==> src/rtl/hft_pkg.sv <==
// Shared encodings for the order manager: decision actions, order sides and FSM states.
package hft_pkg;

    typedef enum logic [1:0] {
        ACT_HOLD = 2'd0,
        ACT_BUY  = 2'd1,
        ACT_SELL = 2'd2
    } action_e;

    localparam logic [1:0] SIDE_NONE = 2'd0;
    localparam logic [1:0] SIDE_BUY  = 2'd1;
    localparam logic [1:0] SIDE_SELL = 2'd2;

    typedef enum logic [2:0] {
        ST_IDLE     = 3'd0,
        ST_SEND     = 3'd1,
        ST_WORK     = 3'd2,
        ST_CANCEL   = 3'd3,
        ST_CXL_WAIT = 3'd4
    } state_e;

endpackage

==> src/rtl/hft_timeout_ctr.sv <==
// Working-order age counter: synchronous clear, count enable, terminal-count flag at TERMINAL-1.
module hft_timeout_ctr #(
    parameter int unsigned TERMINAL = 1000
) (
    input  logic clk,
    input  logic rst_n,
    input  logic clr,
    input  logic en,
    output logic tc
);

    localparam int CW = (TERMINAL > 1) ? $clog2(TERMINAL) : 1;

    logic [CW-1:0] count;

    assign tc = (count == CW'(TERMINAL - 1));

    always_ff @(posedge clk or negedge rst_n) begin
        if (!rst_n) begin
            count <= '0;
        end else if (clr) begin
            count <= '0;
        end else if (en) begin
            count <= tc ? '0 : count + 1'b1;
        end
    end

endmodule

==> src/rtl/hft_order_manager.sv <==
// Single-order manager: turns strategy decisions into venue orders, tracks fills, cancels on timeout.
// Optional position-limit gate on new orders is enabled by defining HFT_POS_LIMIT_EN.
module hft_order_manager
    import hft_pkg::*;
#(
    parameter int unsigned DATA_WIDTH     = 32,
    parameter int unsigned TIMEOUT_CYCLES = 1000,
    parameter int unsigned POS_LIMIT      = 200
) (
    input  logic                  ap_clk,
    input  logic                  ap_rst_n,
    input  logic                  dec_valid,
    output logic                  dec_ready,
    input  logic [DATA_WIDTH-1:0] action,
    input  logic [DATA_WIDTH-1:0] price,
    input  logic [DATA_WIDTH-1:0] quantity,
    output logic                  ord_valid,
    input  logic                  ord_ready,
    output logic                  ord_cancel,
    output logic [1:0]            ord_side,
    output logic [DATA_WIDTH-1:0] ord_price,
    output logic [DATA_WIDTH-1:0] ord_qty,
    input  logic                  fill_valid,
    input  logic [DATA_WIDTH-1:0] fill_price,
    input  logic [DATA_WIDTH-1:0] fill_qty,
    input  logic                  cxl_ack,
    output logic [DATA_WIDTH-1:0] current_position,
    output logic [DATA_WIDTH-1:0] last_fill_price,
    output logic [DATA_WIDTH-1:0] last_fill_side,
    output logic                  busy,
    output logic                  overfill_err,
    output logic                  limit_reject
);

    // Decision handshake: a decision is taken on a rising edge where dec_valid && dec_ready.
    // Venue handshake: a request is taken on a rising edge where ord_valid && ord_ready; ord_* are
    // held until then.

    state_e                state;
    logic [DATA_WIDTH-1:0] remaining;
    logic                  timeout_tc;
    logic                  is_trade;
    logic                  take_dec;
    logic                  fill_en;
    logic                  overfill;
    logic [DATA_WIDTH-1:0] applied;
    logic [DATA_WIDTH-1:0] rem_next;
    logic                  limit_over;

    assign dec_ready = ap_rst_n && (state == ST_IDLE);
    assign busy      = (state != ST_IDLE);
    assign is_trade  = (action == DATA_WIDTH'(ACT_BUY)) || (action == DATA_WIDTH'(ACT_SELL));
    assign take_dec  = dec_valid && dec_ready && is_trade && (quantity != '0);
    assign fill_en   = fill_valid &&
                       (state == ST_WORK || state == ST_CANCEL || state == ST_CXL_WAIT);

    always_comb begin
        overfill = fill_qty > remaining;
        applied  = overfill ? remaining : fill_qty;
        rem_next = fill_en ? remaining - applied : remaining;
    end

`ifdef HFT_POS_LIMIT_EN
    localparam logic signed [DATA_WIDTH-1:0] LIM = DATA_WIDTH'(POS_LIMIT);
    logic signed [DATA_WIDTH-1:0] pos_new;

    always_comb begin
        pos_new    = (action[1:0] == SIDE_BUY) ? $signed(current_position + quantity)
                                               : $signed(current_position - quantity);
        limit_over = (pos_new > LIM) || (pos_new < -LIM);
    end
`else
    assign limit_over   = 1'b0;
    assign limit_reject = 1'b0;
`endif

    hft_timeout_ctr #(
        .TERMINAL(TIMEOUT_CYCLES)
    ) u_timeout (
        .clk   (ap_clk),
        .rst_n (ap_rst_n),
        .clr   (state == ST_SEND && ord_ready),
        .en    (state == ST_WORK),
        .tc    (timeout_tc)
    );

    always_ff @(posedge ap_clk or negedge ap_rst_n) begin
        if (!ap_rst_n) begin
            state            <= ST_IDLE;
            remaining        <= '0;
            ord_valid        <= 1'b0;
            ord_cancel       <= 1'b0;
            ord_side         <= SIDE_NONE;
            ord_price        <= '0;
            ord_qty          <= '0;
            current_position <= '0;
            last_fill_price  <= '0;
            last_fill_side   <= '0;
            overfill_err     <= 1'b0;
`ifdef HFT_POS_LIMIT_EN
            limit_reject     <= 1'b0;
`endif
        end else begin
`ifdef HFT_POS_LIMIT_EN
            limit_reject <= 1'b0;
`endif
            if (fill_en) begin
                remaining        <= rem_next;
                current_position <= (ord_side == SIDE_BUY) ? current_position + applied
                                                           : current_position - applied;
                last_fill_price  <= fill_price;
                last_fill_side   <= DATA_WIDTH'(ord_side);
                if (overfill) overfill_err <= 1'b1;
            end

            case (state)
                ST_IDLE: begin
                    if (take_dec) begin
                        if (limit_over) begin
`ifdef HFT_POS_LIMIT_EN
                            limit_reject <= 1'b1;
`endif
                        end else begin
                            ord_valid  <= 1'b1;
                            ord_cancel <= 1'b0;
                            ord_side   <= action[1:0];
                            ord_price  <= price;
                            ord_qty    <= quantity;
                            remaining  <= quantity;
                            state      <= ST_SEND;
                        end
                    end
                end
                ST_SEND: begin
                    if (ord_ready) begin
                        ord_valid <= 1'b0;
                        state     <= ST_WORK;
                    end
                end
                ST_WORK: begin
                    // Completion wins over timeout; a same-cycle partial fill shrinks the cancel.
                    if (rem_next == '0) begin
                        state <= ST_IDLE;
                    end else if (timeout_tc) begin
                        ord_valid  <= 1'b1;
                        ord_cancel <= 1'b1;
                        ord_qty    <= rem_next;
                        state      <= ST_CANCEL;
                    end
                end
                ST_CANCEL: begin
                    if (rem_next == '0) begin
                        ord_valid  <= 1'b0;
                        ord_cancel <= 1'b0;
                        state      <= ST_IDLE;
                    end else if (ord_ready) begin
                        ord_valid  <= 1'b0;
                        ord_cancel <= 1'b0;
                        state      <= ST_CXL_WAIT;
                    end else begin
                        ord_qty <= rem_next;
                    end
                end
                ST_CXL_WAIT: begin
                    if (rem_next == '0 || cxl_ack) state <= ST_IDLE;
                end
                default: state <= ST_IDLE;
            endcase
        end
    end

endmodule

==> config.mk <==
export PLATFORM = sky130hd
export DESIGN_NAME = hft_order_manager
export DESIGN_NICKNAME = d
export VERILOG_FILES = /design/src/rtl/hft_pkg.sv /design/src/rtl/hft_timeout_ctr.sv /design/src/rtl/hft_order_manager.sv
export SDC_FILE = /design/constraint.sdc
export NUM_CORES = 1
export LEC_CHECK = 0
export BUFFER_PORTS_ARGS = -buffer_cell sky130_fd_sc_hd__buf_2
export CAP_MARGIN = 20
export CORE_MARGIN = 2
export CORE_UTILIZATION = 55
export CTS_CLUSTER_DIAMETER = 120
export CTS_CLUSTER_SIZE = 28
export DETAILED_ROUTE_END_ITERATION = 12
export PLACE_DENSITY = 0.79
export SLEW_MARGIN = 20
export SYNTH_ARGS = -nofsm -noshare
export SYNTH_HDL_FRONTEND = slang
export SYNTH_HIERARCHICAL = 1
export SYNTH_SLANG_ARGS = --single-unit
==> constraint.sdc <==
create_clock -name ap_clk -period 9.7 [get_ports ap_clk]
set_input_delay 2.425 -clock ap_clk [delete_from_list [all_inputs] [get_ports ap_clk]]
set_output_delay 2.425 -clock ap_clk [all_outputs]
set_load 0.005 [all_outputs]
**After elaboration in Yosys (flattened, before gate mapping)**

Index checks and enable logic that the tools add are counted.
W data, S select, Z words.

- Register bits: 180
- Bits of input ports: 166
- Output and inout port bits: 168

- Reduce and logical (&&, ||, !) cells: 23
- Add/sub/neg operators: 4
- Order comparisons: 1
- Equality and inequality tests: 17
- Multiplexer cells: 33

Operators by type and width:

| kind | count |
|---|---|
| $mux W32 | 11 |
| $pmux W32 S3 | 1 |
| $sub A32 B32 Y32 | 2 |
| $add A32 B32 Y32 | 1 |
| $eq A32 B1 Y1 const B | 1 |
| $eq A32 B2 Y1 const B | 1 |
| $gt A32 B32 Y1 | 1 |
| $logic_not A32 Y1 | 1 |
| $reduce_bool A32 Y1 | 1 |
| $mux W10 | 3 |
| $mux W3 | 7 |
| $pmux W3 S5 | 1 |
| $ne A2 B2 Y1 const B | 6 |
| $add A10 B1 Y10 const B | 1 |
| $eq A10 B10 Y1 const B | 1 |
| $reduce_and A5 Y1 | 2 |
| $mux W1 | 8 |
| $eq A3 B2 Y1 const B | 2 |
| $logic_and A1 B1 Y1 | 6 |
| $reduce_and A6 Y1 | 1 |
| $reduce_bool A3 Y1 | 2 |
| $logic_or A1 B1 Y1 | 4 |
| $pmux W1 S4 | 1 |
| $reduce_and A2 Y1 | 2 |
| 11 further kinds | 11 |

**Logic depth before layout (Yosys ltp)**

Gate-level depths: netlist (run 1).

- Depth after elaboration: 9
- Gate-level depth with buffers: 38
- Depth with buffers taken out: 31

**By module**

Netlist (run 1), hierarchy kept.

By module, submodules not included:

| module | area each (um^2) | cells an instance | sequential area each (um^2) | times used |
|---|---|---|---|---|
| hft_order_manager | 13501.7 | 1688 | 4254.1 | 1 |
| hft_timeout_ctr | 546.8 | 56 | 250.2 | 1 |

**Worst setup path after synthesis (run 1)**

OpenSTA, ideal clock, no wires.

- Path type: in2reg
- Start: in fill_qty[27]
- End: reg ord_qty[10]
- Stages on the path: 33
- Required time: 9575 ps
- Path slack: -1062 ps
- Path buffers: 8
- Data arrival time: 10637 ps
- Setup time: 125 ps
- Path through: ha_1 > a21oi_1 > o21a_1 > a2bb2oi_2 > nand3b_2 > o211ai_4 > clkbuf_1 > clkbuf_1 > buf_1 > clkbuf_1 > buf_1 > buf_1 > mux2i_1 > ha_1 > and3_1 > nand2b_1 > a21oi_1 > a21oi_1 > o21ai_0 > a311oi_1 > a31oi_1 > o311ai_0 > a31oi_1 > xor2_1 > o2111ai_1 > or4b_1 > nor4b_2 > o2111ai_1 > or4b_1 > buf_2 > a31oi_4 > buf_12 > mux2_4

- Word-level cells in the longest chain between the ends: 7
- Elaborated cells between the ends (all ways): 13

RTL lines:

| element | RTL line | RTL |
|---|---|---|
| start: declaration | hft_order_manager.sv:25 | `input logic [DATA_WIDTH-1:0] fill_qty,` |
| $gt A32 B32 Y1 | hft_order_manager.sv:58 | `overfill = fill_qty > remaining;` |
| $mux W32 (*) | hft_order_manager.sv:59 | `applied = overfill ? remaining : fill_qty;` |
| $sub A32 B32 Y32 (*) | hft_order_manager.sv:60 | `rem_next = fill_en ? remaining - applied : remaining;` |
| $mux W32 (*) | hft_order_manager.sv:60 |  |
| $logic_not A32 Y1, or another cell as far along | hft_order_manager.sv:142, hft_order_manager.sv:152 |  |
| $ne A2 B2 Y1 (no line), or another cell as far along | n/a |  |
| $reduce_and A6 Y1 (no line) / $pmux W32 S3 (equally long branches) | n/a |  |
| end signal: assignment | hft_order_manager.sv:128 | `ord_qty <= quantity;` |
| end signal: assignment | hft_order_manager.sv:147 | `ord_qty <= rem_next;` |
| end signal: assignment | hft_order_manager.sv:161 | `ord_qty <= rem_next;` |
| end: declaration | hft_order_manager.sv:22 | `output logic [DATA_WIDTH-1:0] ord_qty,` |

Mark *: on every way between the ends. The rest lies on a longest branch, timed or not. The select of a mux whose other input is x is not followed.
A chain may end at the register's enable or synchronous reset.

**Worst setup path in the final report (run 1)**

- Start: in fill_qty[21]
- End: reg ord_qty[0]

The elaborated chain is that of the path after synthesis.

==> results.toml, run 1 <==
[pwr]
p_leak_nw = 8.55
vdd_drop_max_v = 0.000113
p_total_mw = 2.76
powerDensity_nw_per_um2 = 168

[global_routing]
grt_overflow_total = 0
grt_util_met1_pct = 42.0
antenna_found_initial = 3
grt_max_degree = 79
grt_busiest_layer = "met2"
grt_pass1_vias = 12700
grtUsageTotal_pct = 30.3
use_met3_pct = 4.72
met2_usage_pct = 47.7
grt_pass1_wl_um = 64800

[floorplan]
start_util_pct = 55.9
die_h_um = 164
die_w_um = 164
die_area_sq_um = 26800
core_sq_um = 25100
ios = 334
rows = 58

[finish]
fin_nets = 2274
postLayoutCellArea_sq_um = 16400
syn_to_final_growth_pct = 16.9
fillers = 2206
drive_above_1_share_pct = 21.9
multi_input_area_sq_um = 8870
final_cells = 2362
ff_latch_area_sq_um = 4500

[routing]
vias = 13800
drt-wirelength-per-cell_um = 17.4
antenna_left = 0
routed_wirelength_um = 41200
drtPass1Iterations = 7
dr.first_iter.drc_count = 1162
drc = 0
vias_per_cell = 5.84

[synthesis]
yosys.area_share.simple_pct = 24.2
seq_area_frac_synth_pct = 32.1
syn_avg_cell_area_sq_um = 8.06
synth_xor_area_share_pct = 4.93
synth_area_sq_um = 14000
synth.area.top_cells = "dfrtp_1 32%, nand2_1 11%, ha_1 8.0%"
synth_top_area_cell = "dfrtp_1"
yosysWarnings = 6
synth-seq-cells = 180
netlist_instances = 1744
async_reset_ff_share_pct = 100
synthFlopType = "dfrtp_1"
synthAdderAreaFrac_pct = 8.59
synth_top_family_by_area = "simple AND/OR/NAND/NOR gates"
synth_mux_area_share_pct = 5.98
netlist.area_leader.share_pct = 32.1
synth_edf_count = 0
ys_types = 95
synth_compound_area_share_pct = 18.3

[sta]
worst_slack_ns = 0.512
period_minus_slack_ns = 9.19
slew_headroom_pct = 42.7
setup_violations = 0
fin_crit_sh_pct = 94.7
fin_worst_skew_ns = 0.0208
fmax_mhz = 109
tightest_slew_ns = 0.849
setup_tns_ns = 0
drv_slew = 0
hold_viol = 0
rsz0062_at_grt = "no"

[flow_run]
max_cap_violations = 0

[clocking]
h-tree-depth = 4
cts_setup_buffers = 0
cts_tree = "built"
worstSkewPairLatency_ns = 0.46
path_clk_slew_ns = 0.08
clock_sinks = 180
hold_buffers = 0
cts-root-buf = "clkbuf_16"
ctsResizeCount = 0
cts_buffer_depth = 2
cts_made_buffers = 17

[worst_setup_path]
crit_type = "primary input to flop"
crit_path_start_kind = "primary input"
path_max_fanout = 48
crit_required_ns = 10.04
crit_arrival_ns = 9.53
end_kind = "flop"

[placed_design]
dpl_cell_area_sq_um = 15800
place_congestion = 0.966
pre_cts_ws_ns = 0.218
dp_hpwl_um = 32000
portBuffers = 302
dp_cells = 2328

[hold_path]
min_path_type = "flop to flop"

[run_status]
status = "finished clean"
-- worst max-delay path: stages --
cell and delay [ns]:
buf_2 0.15, ha_1 0.33, a21oi_1 0.17, o21ai_0 0.13
a2bb2oi_2 0.35, nand3b_2 0.19, o211ai_4 0.34, buf_4 0.58
mux2i_1 0.54, ha_1 0.37, a21o_1 0.21, o211ai_1 0.09
o21ai_0 0.11, a211oi_1 0.32, buf_4 0.18, o31ai_1 0.08
a21o_1 0.19, a211o_1 0.30, nor2_1 0.13, or4b_1 0.46
nor4b_2 0.28, o2111ai_1 0.13, or4b_1 0.59, a31oi_4 0.22
buf_12 0.27, mux2_2 0.36
-- final timing paths --
| check | startpoint | end | slack (ns) | depth (start not counted) |
|---|---|---|---|---|
| worst max-delay path | fill_qty[21] | ord_qty[0]$_DFFE_PN0P_ | 0.51 | 26 |
| worst min-delay path | overfill_err$_DFFE_PN0P_ | overfill_err$_DFFE_PN0P_ | 0.46 | 1 |
| worst max register to register | remaining[21]$_DFF_PN0_ | ord_qty[0]$_DFFE_PN0P_ | 2.03 | 26 |
| worst min register to register | overfill_err$_DFFE_PN0P_ | overfill_err$_DFFE_PN0P_ | 0.46 | 1 |
| max in group asynchronous | ap_rst_n | last_fill_price[0]$_DFFE_PN0P_ | 6.56 | 2 |
| min in group asynchronous | ap_rst_n | ord_price[28]$_DFFE_PN0P_ | 1.99 | 1 |
-- layout by cell type (no fill, tap or decap), types with 6 or more instances in the layout --
master | Yosys | final
o21a_1 | 13 | 13
nand4_1 | 19 | 19
o22ai_1 | 8 | 8
o2111ai_1 | 7 | 7
mux2i_1 | 34 | 34
o21bai_1 | 8 | 8
maj3_1 | 6 | 6
inv_1 | 59 | 59
or3_1 | 16 | 15
mux2_4 | 31 | 31
nand3_1 | 36 | 36
xor2_1 | 32 | 32
o21ai_0 | 110 | 110
clkbuf_16 | 0 | 17
dfrtp_1 | 180 | 180
nor3_1 | 41 | 39
a21oi_1 | 101 | 101
nor2b_1 | 12 | 12
a21o_1 | 21 | 21
ha_1 | 90 | 90
a31oi_1 | 26 | 26
buf_2 | 4 | 301
nand2_1 | 408 | 408
nand2b_1 | 14 | 14
conb_1 | 1 | 31
nor4_1 | 22 | 22
o211ai_1 | 9 | 9
nor2_1 | 124 | 123
xnor2_1 | 47 | 47
a211o_1 | 7 | 7
buf_4 | 32 | 31
a211oi_1 | 14 | 14
and2_1 | 7 | 7
and3_1 | 14 | 14
-- metal layers --
metal / wire, um / vias up
met2: 18700 / 598
met3: 2990 / 84
met1: 18200 / 6457
met5: 7 / -
li1: - / 6645
met4: 1300 / 2
-- cells in the mapped netlist, types with 6 or more instances --
cell       instances
and3_1            14
inv_1             59
mux2i_1           34
xor2_1            32
o22ai_1            8
buf_1             12
o2111ai_1          7
nand3_1           36
nor2b_1           12
a31oi_1           26
o211ai_1           9
o21ai_0          110
ha_1              90
o21a_1            13
a211o_1            7
mux2_4            31
maj3_1             6
nor3_1            41
dfrtp_1          180
and2_1             7
xnor2_1           47
buf_4             32
nand4_1           19
or3_1             16
nand2b_1          14
clkbuf_1          57
a21oi_1          101
nand2_1          408
a211oi_1          14
nor2_1           124
o21bai_1           8
nor4_1            22
a21o_1            21
-- cell type report --
type,count,share of cell area [%]
sequential,180,27.4
clock buffer,17,2.59
antenna,2,0.0305
clock inverter,15,1.28
timing repair buffer,334,10.8
tap,330,2.51
multi-input combinational,1423,54.0
inverter,61,1.39
-- metrics by stage --
step / hold WS (ns) / util, %
after floorplan: 0.459 / -
after global placement: 0.446 / 62.9
after detailed placement: 0.448 / 62.9
after CTS: 0.471 / 65.4
after global routing: 0.488 / 65.4
final: 0.461 / 65.4
-- logic make-up after synthesis --
family | after synthesis
simple gates | 754
compound gates | 394
flops | 180
buf+inv | 171
fa+ha+maj | 97
xor+xnor | 79
mux | 68
other cells | 1
-- where the power goes --
group	total (mW)	switching, mW	internal, mW
combinational	1.14	0.674	0.465
clock	0.750	0.388	0.361
sequential	0.870	0.0623	0.808
-- state kept, by name, indices dropped and copies added (netlist names), 2 cells and up --
| register | cells |
|---|---|
| current_position | 32 |
| last_fill_price | 32 |
| ord_price | 32 |
| ord_qty | 32 |
| remaining | 32 |
| u_timeout/count | 10 |
| state | 3 |
| last_fill_side | 2 |
| ord_side | 2 |
(Power assumes the default switching activity.)
==> run 2, diff against run 1 <==
--- a/config.mk
+++ b/config.mk
@@ -7,12 +7,14 @@
 export LEC_CHECK = 0
 export BUFFER_PORTS_ARGS = -buffer_cell sky130_fd_sc_hd__buf_2
 export CAP_MARGIN = 20
+export CELL_PAD_IN_SITES_DETAIL_PLACEMENT = 1
+export CELL_PAD_IN_SITES_GLOBAL_PLACEMENT = 1
 export CORE_MARGIN = 2
-export CORE_UTILIZATION = 55
+export CORE_UTILIZATION = 40
 export CTS_CLUSTER_DIAMETER = 120
 export CTS_CLUSTER_SIZE = 28
 export DETAILED_ROUTE_END_ITERATION = 12
-export PLACE_DENSITY = 0.79
+export PLACE_DENSITY = 0.78
 export SLEW_MARGIN = 20
 export SYNTH_ARGS = -nofsm -noshare
 export SYNTH_HDL_FRONTEND = slang
==> constraint.sdc (replaced) <==
create_clock -name ap_clk -period 10.15 [get_ports ap_clk]
set_input_delay 2.5375 -clock ap_clk [delete_from_list [all_inputs] [get_ports ap_clk]]
set_output_delay 2.5375 -clock ap_clk [all_outputs]
set_load 0.005 [all_outputs]
==> run 2 against run 1 <==
Net effect:
- clock power decreased by 8.8%
- non-clock buffer count decreased by 2
- worst setup slack improved by 0.13 ns
- clock-buffer cell count increased by 1
- die area increased by 37%
- first-iteration DRC count decreased by 30%
- flip-flop and latch count unchanged
- combinational power about the same
- clock skew decreased by 0.0074 ns
- sequential power decreased by 4.1%
- power decreased by 4.7%
- wire length increased by 17%
- critical endpoint is now ord_qty[31]$_DFFE_PN0P_
- largest cell class unchanged
==> results.toml, run 2 (same netlist as run 1, synthesis figures left out) <==
[global_routing]
use_met3_pct = 6.02
met2_usage_pct = 42.3
grt_max_degree = 84
grt_overflow_total = 0
antenna_found_initial = 10
grt_util_met1_pct = 35.1
grt_busiest_layer = "met2"
grt_pass1_vias = 14000
grtUsageTotal_pct = 26.3
grt_pass1_wl_um = 75700

[clocking]
hold_buffers = 0
cts_setup_buffers = 0
cts_made_buffers = 17
path_clk_slew_ns = 0.07
cts-root-buf = "clkbuf_16"
worstSkewPairLatency_ns = 0.46
ctsResizeCount = 0
clock_sinks = 180
cts_buffer_depth = 2
cts_tree = "built"
h-tree-depth = 4

[finish]
syn_to_final_growth_pct = 17.7
multi_input_area_sq_um = 8850
fillers = 4357
final_common_cell = "nand2_1"
drive_above_1_share_pct = 21.6
final_cells = 2492
ff_latch_area_sq_um = 4500
fin_nets = 2272
most-common-layout-cells = "408 x nand2_1, 301 x buf_2, 180 x dfrtp_1"

[pwr]
p_leak_nw = 8.51
internal_power_mw = 1.56
vdd_drop_max_v = 0.000130
clkPwrFrac_pct = 26.0
p_switching_mw = 1.07
powerDensity_nw_per_um2 = 159
combPwrFrac_pct = 42.3
p_seq_share_pct = 31.7
swShare_pct = 40.6
p_total_mw = 2.63

[worst_setup_path]
crit_type = "primary input to flop"
slowest_delay_ns = 0.59
critPathBufInv = 3
crit_required_ns = 10.49
end_kind = "flop"
crit_chain = "buf_2 > ha_1 > nand4_2 > nor2_1 > a2bb2oi_2 > nand3b_2 > o211ai_4 > buf_4 > mux2i_1 > ha_1 > a21oi_1 > o211ai_1 > a211oi_1 > a21boi_2 > mux2_4 > a2111oi_2 > nand3_1 > nor4b_2 > o2111ai_1 > or4b_1 > a31oi_4 > buf_4 > mux2_2"
path_max_fanout = 48
crit_path_start_kind = "primary input"
cp_top_family = "compound AO/OA/AOI/OAI gates"
slowest_stage = "buf_4"
crit_arrival_ns = 9.85

[routing]
drc = 0
antenna_left = 0
vias = 13700
vias_per_cell = 5.48
drtPass1Iterations = 5
drt-wirelength-per-cell_um = 19.3
routed_wirelength_um = 48000
dr.first_iter.drc_count = 812

[floorplan]
die_w_um = 191
die_h_um = 191
start_util_pct = 40.7
core_sq_um = 34500
die_area_sq_um = 36600
rows = 68
ios = 334

[placed_design]
place_congestion = 0.897
portBuffers = 302
dp_cells = 2451
dp_hpwl_um = 38200

[sta]
drv_slew = 0
fmax_mhz = 105
setup_violations = 0
period_minus_slack_ns = 9.51
hold_viol = 0
slew_headroom_pct = 35.3
setup_tns_ns = 0
rsz0062_at_grt = "no"
tightest_slew_ns = 0.970
fin_crit_sh_pct = 93.7
fin_worst_skew_ns = 0.0135

[flow_run]
max_cap_violations = 0

[hold_path]
min_path_type = "flop to flop"

[run_status]
status = "finished clean"
## run 2: path summary, 6_finish.rpt
check | start | to | slack [ns] | cells past startpoint
setup / recovery | fill_qty[31] | ord_qty[31]$_DFFE_PN0P_ | 0.64 | 23
hold / removal | ord_price[9]$_DFFE_PN0P_ | ord_price[9]$_DFFE_PN0P_ | 0.46 | 2
setup reg to reg | remaining[19]$_DFF_PN0_ | ord_qty[31]$_DFFE_PN0P_ | 2.24 | 23
hold reg to reg | ord_price[9]$_DFFE_PN0P_ | ord_price[9]$_DFFE_PN0P_ | 0.46 | 2
max in group asynchronous | ap_rst_n | last_fill_side[1]$_DFFE_PN0P_ | 6.92 | 2
min in group asynchronous | ap_rst_n | ord_qty[13]$_DFFE_PN0P_ | 1.98 | 1
## run 2: layout make-up
class	instances	share of cell area [%]
diodes	9	0.136
clock buffers	18	2.60
clock inverters	14	0.999
inverters	61	1.39
multi-input cells	1423	53.6
flip-flops and latches	180	27.2
well taps	455	3.44
repair buffers	332	10.6
## run 2: worst register-to-register path, delay by kind of cell, from the launching register on
kind                     cells  cell delay [ns]
adder cells (fa/ha/maj)      2             0.67
buffers and inverters        3             1.01
flip-flops                   1             0.51
AO/OA/AOI/OAI               11             3.18
multiplexers                 3             1.16
AND/OR/NAND/NOR              4             1.24
## run 2: power groups by stage
stage | Combinational (mW) | Sequential, mW | Clock, mW
finish | 1.11 | 0.834 | 0.684
global route | 1.24 | 0.842 | 0.727
CTS | 1.11 | 0.832 | 0.702
detailed placement | 1.10 | 0.846 | 0
global placement | 1.06 | 0.843 | 0
floorplan | 0.791 | 0.828 | 0
## run 2: metal layers
layer	routed length [um]	vias up
met5	34	-
met4	943	6
met3	2960	53
met2	22400	360
met1	21700	6611
li1	-	6623
## run 2: stage by stage
| step | area, sq um | worst slack (ns) | hold slack (ns) | utilization, % |
|---|---|---|---|---|
| final | 16500 | 0.644 | 0.464 | 47.9 |
| after global placement | 15900 | 0.413 | 0.445 | 46.1 |
| after detailed placement | 15900 | 0.221 | 0.451 | 46.1 |
| after global routing | 16500 | 0.106 | 0.491 | 47.8 |
| after floorplan | 14200 | 0.0160 | 0.459 | - |
| after CTS | 16500 | 0.703 | 0.469 | 47.8 |
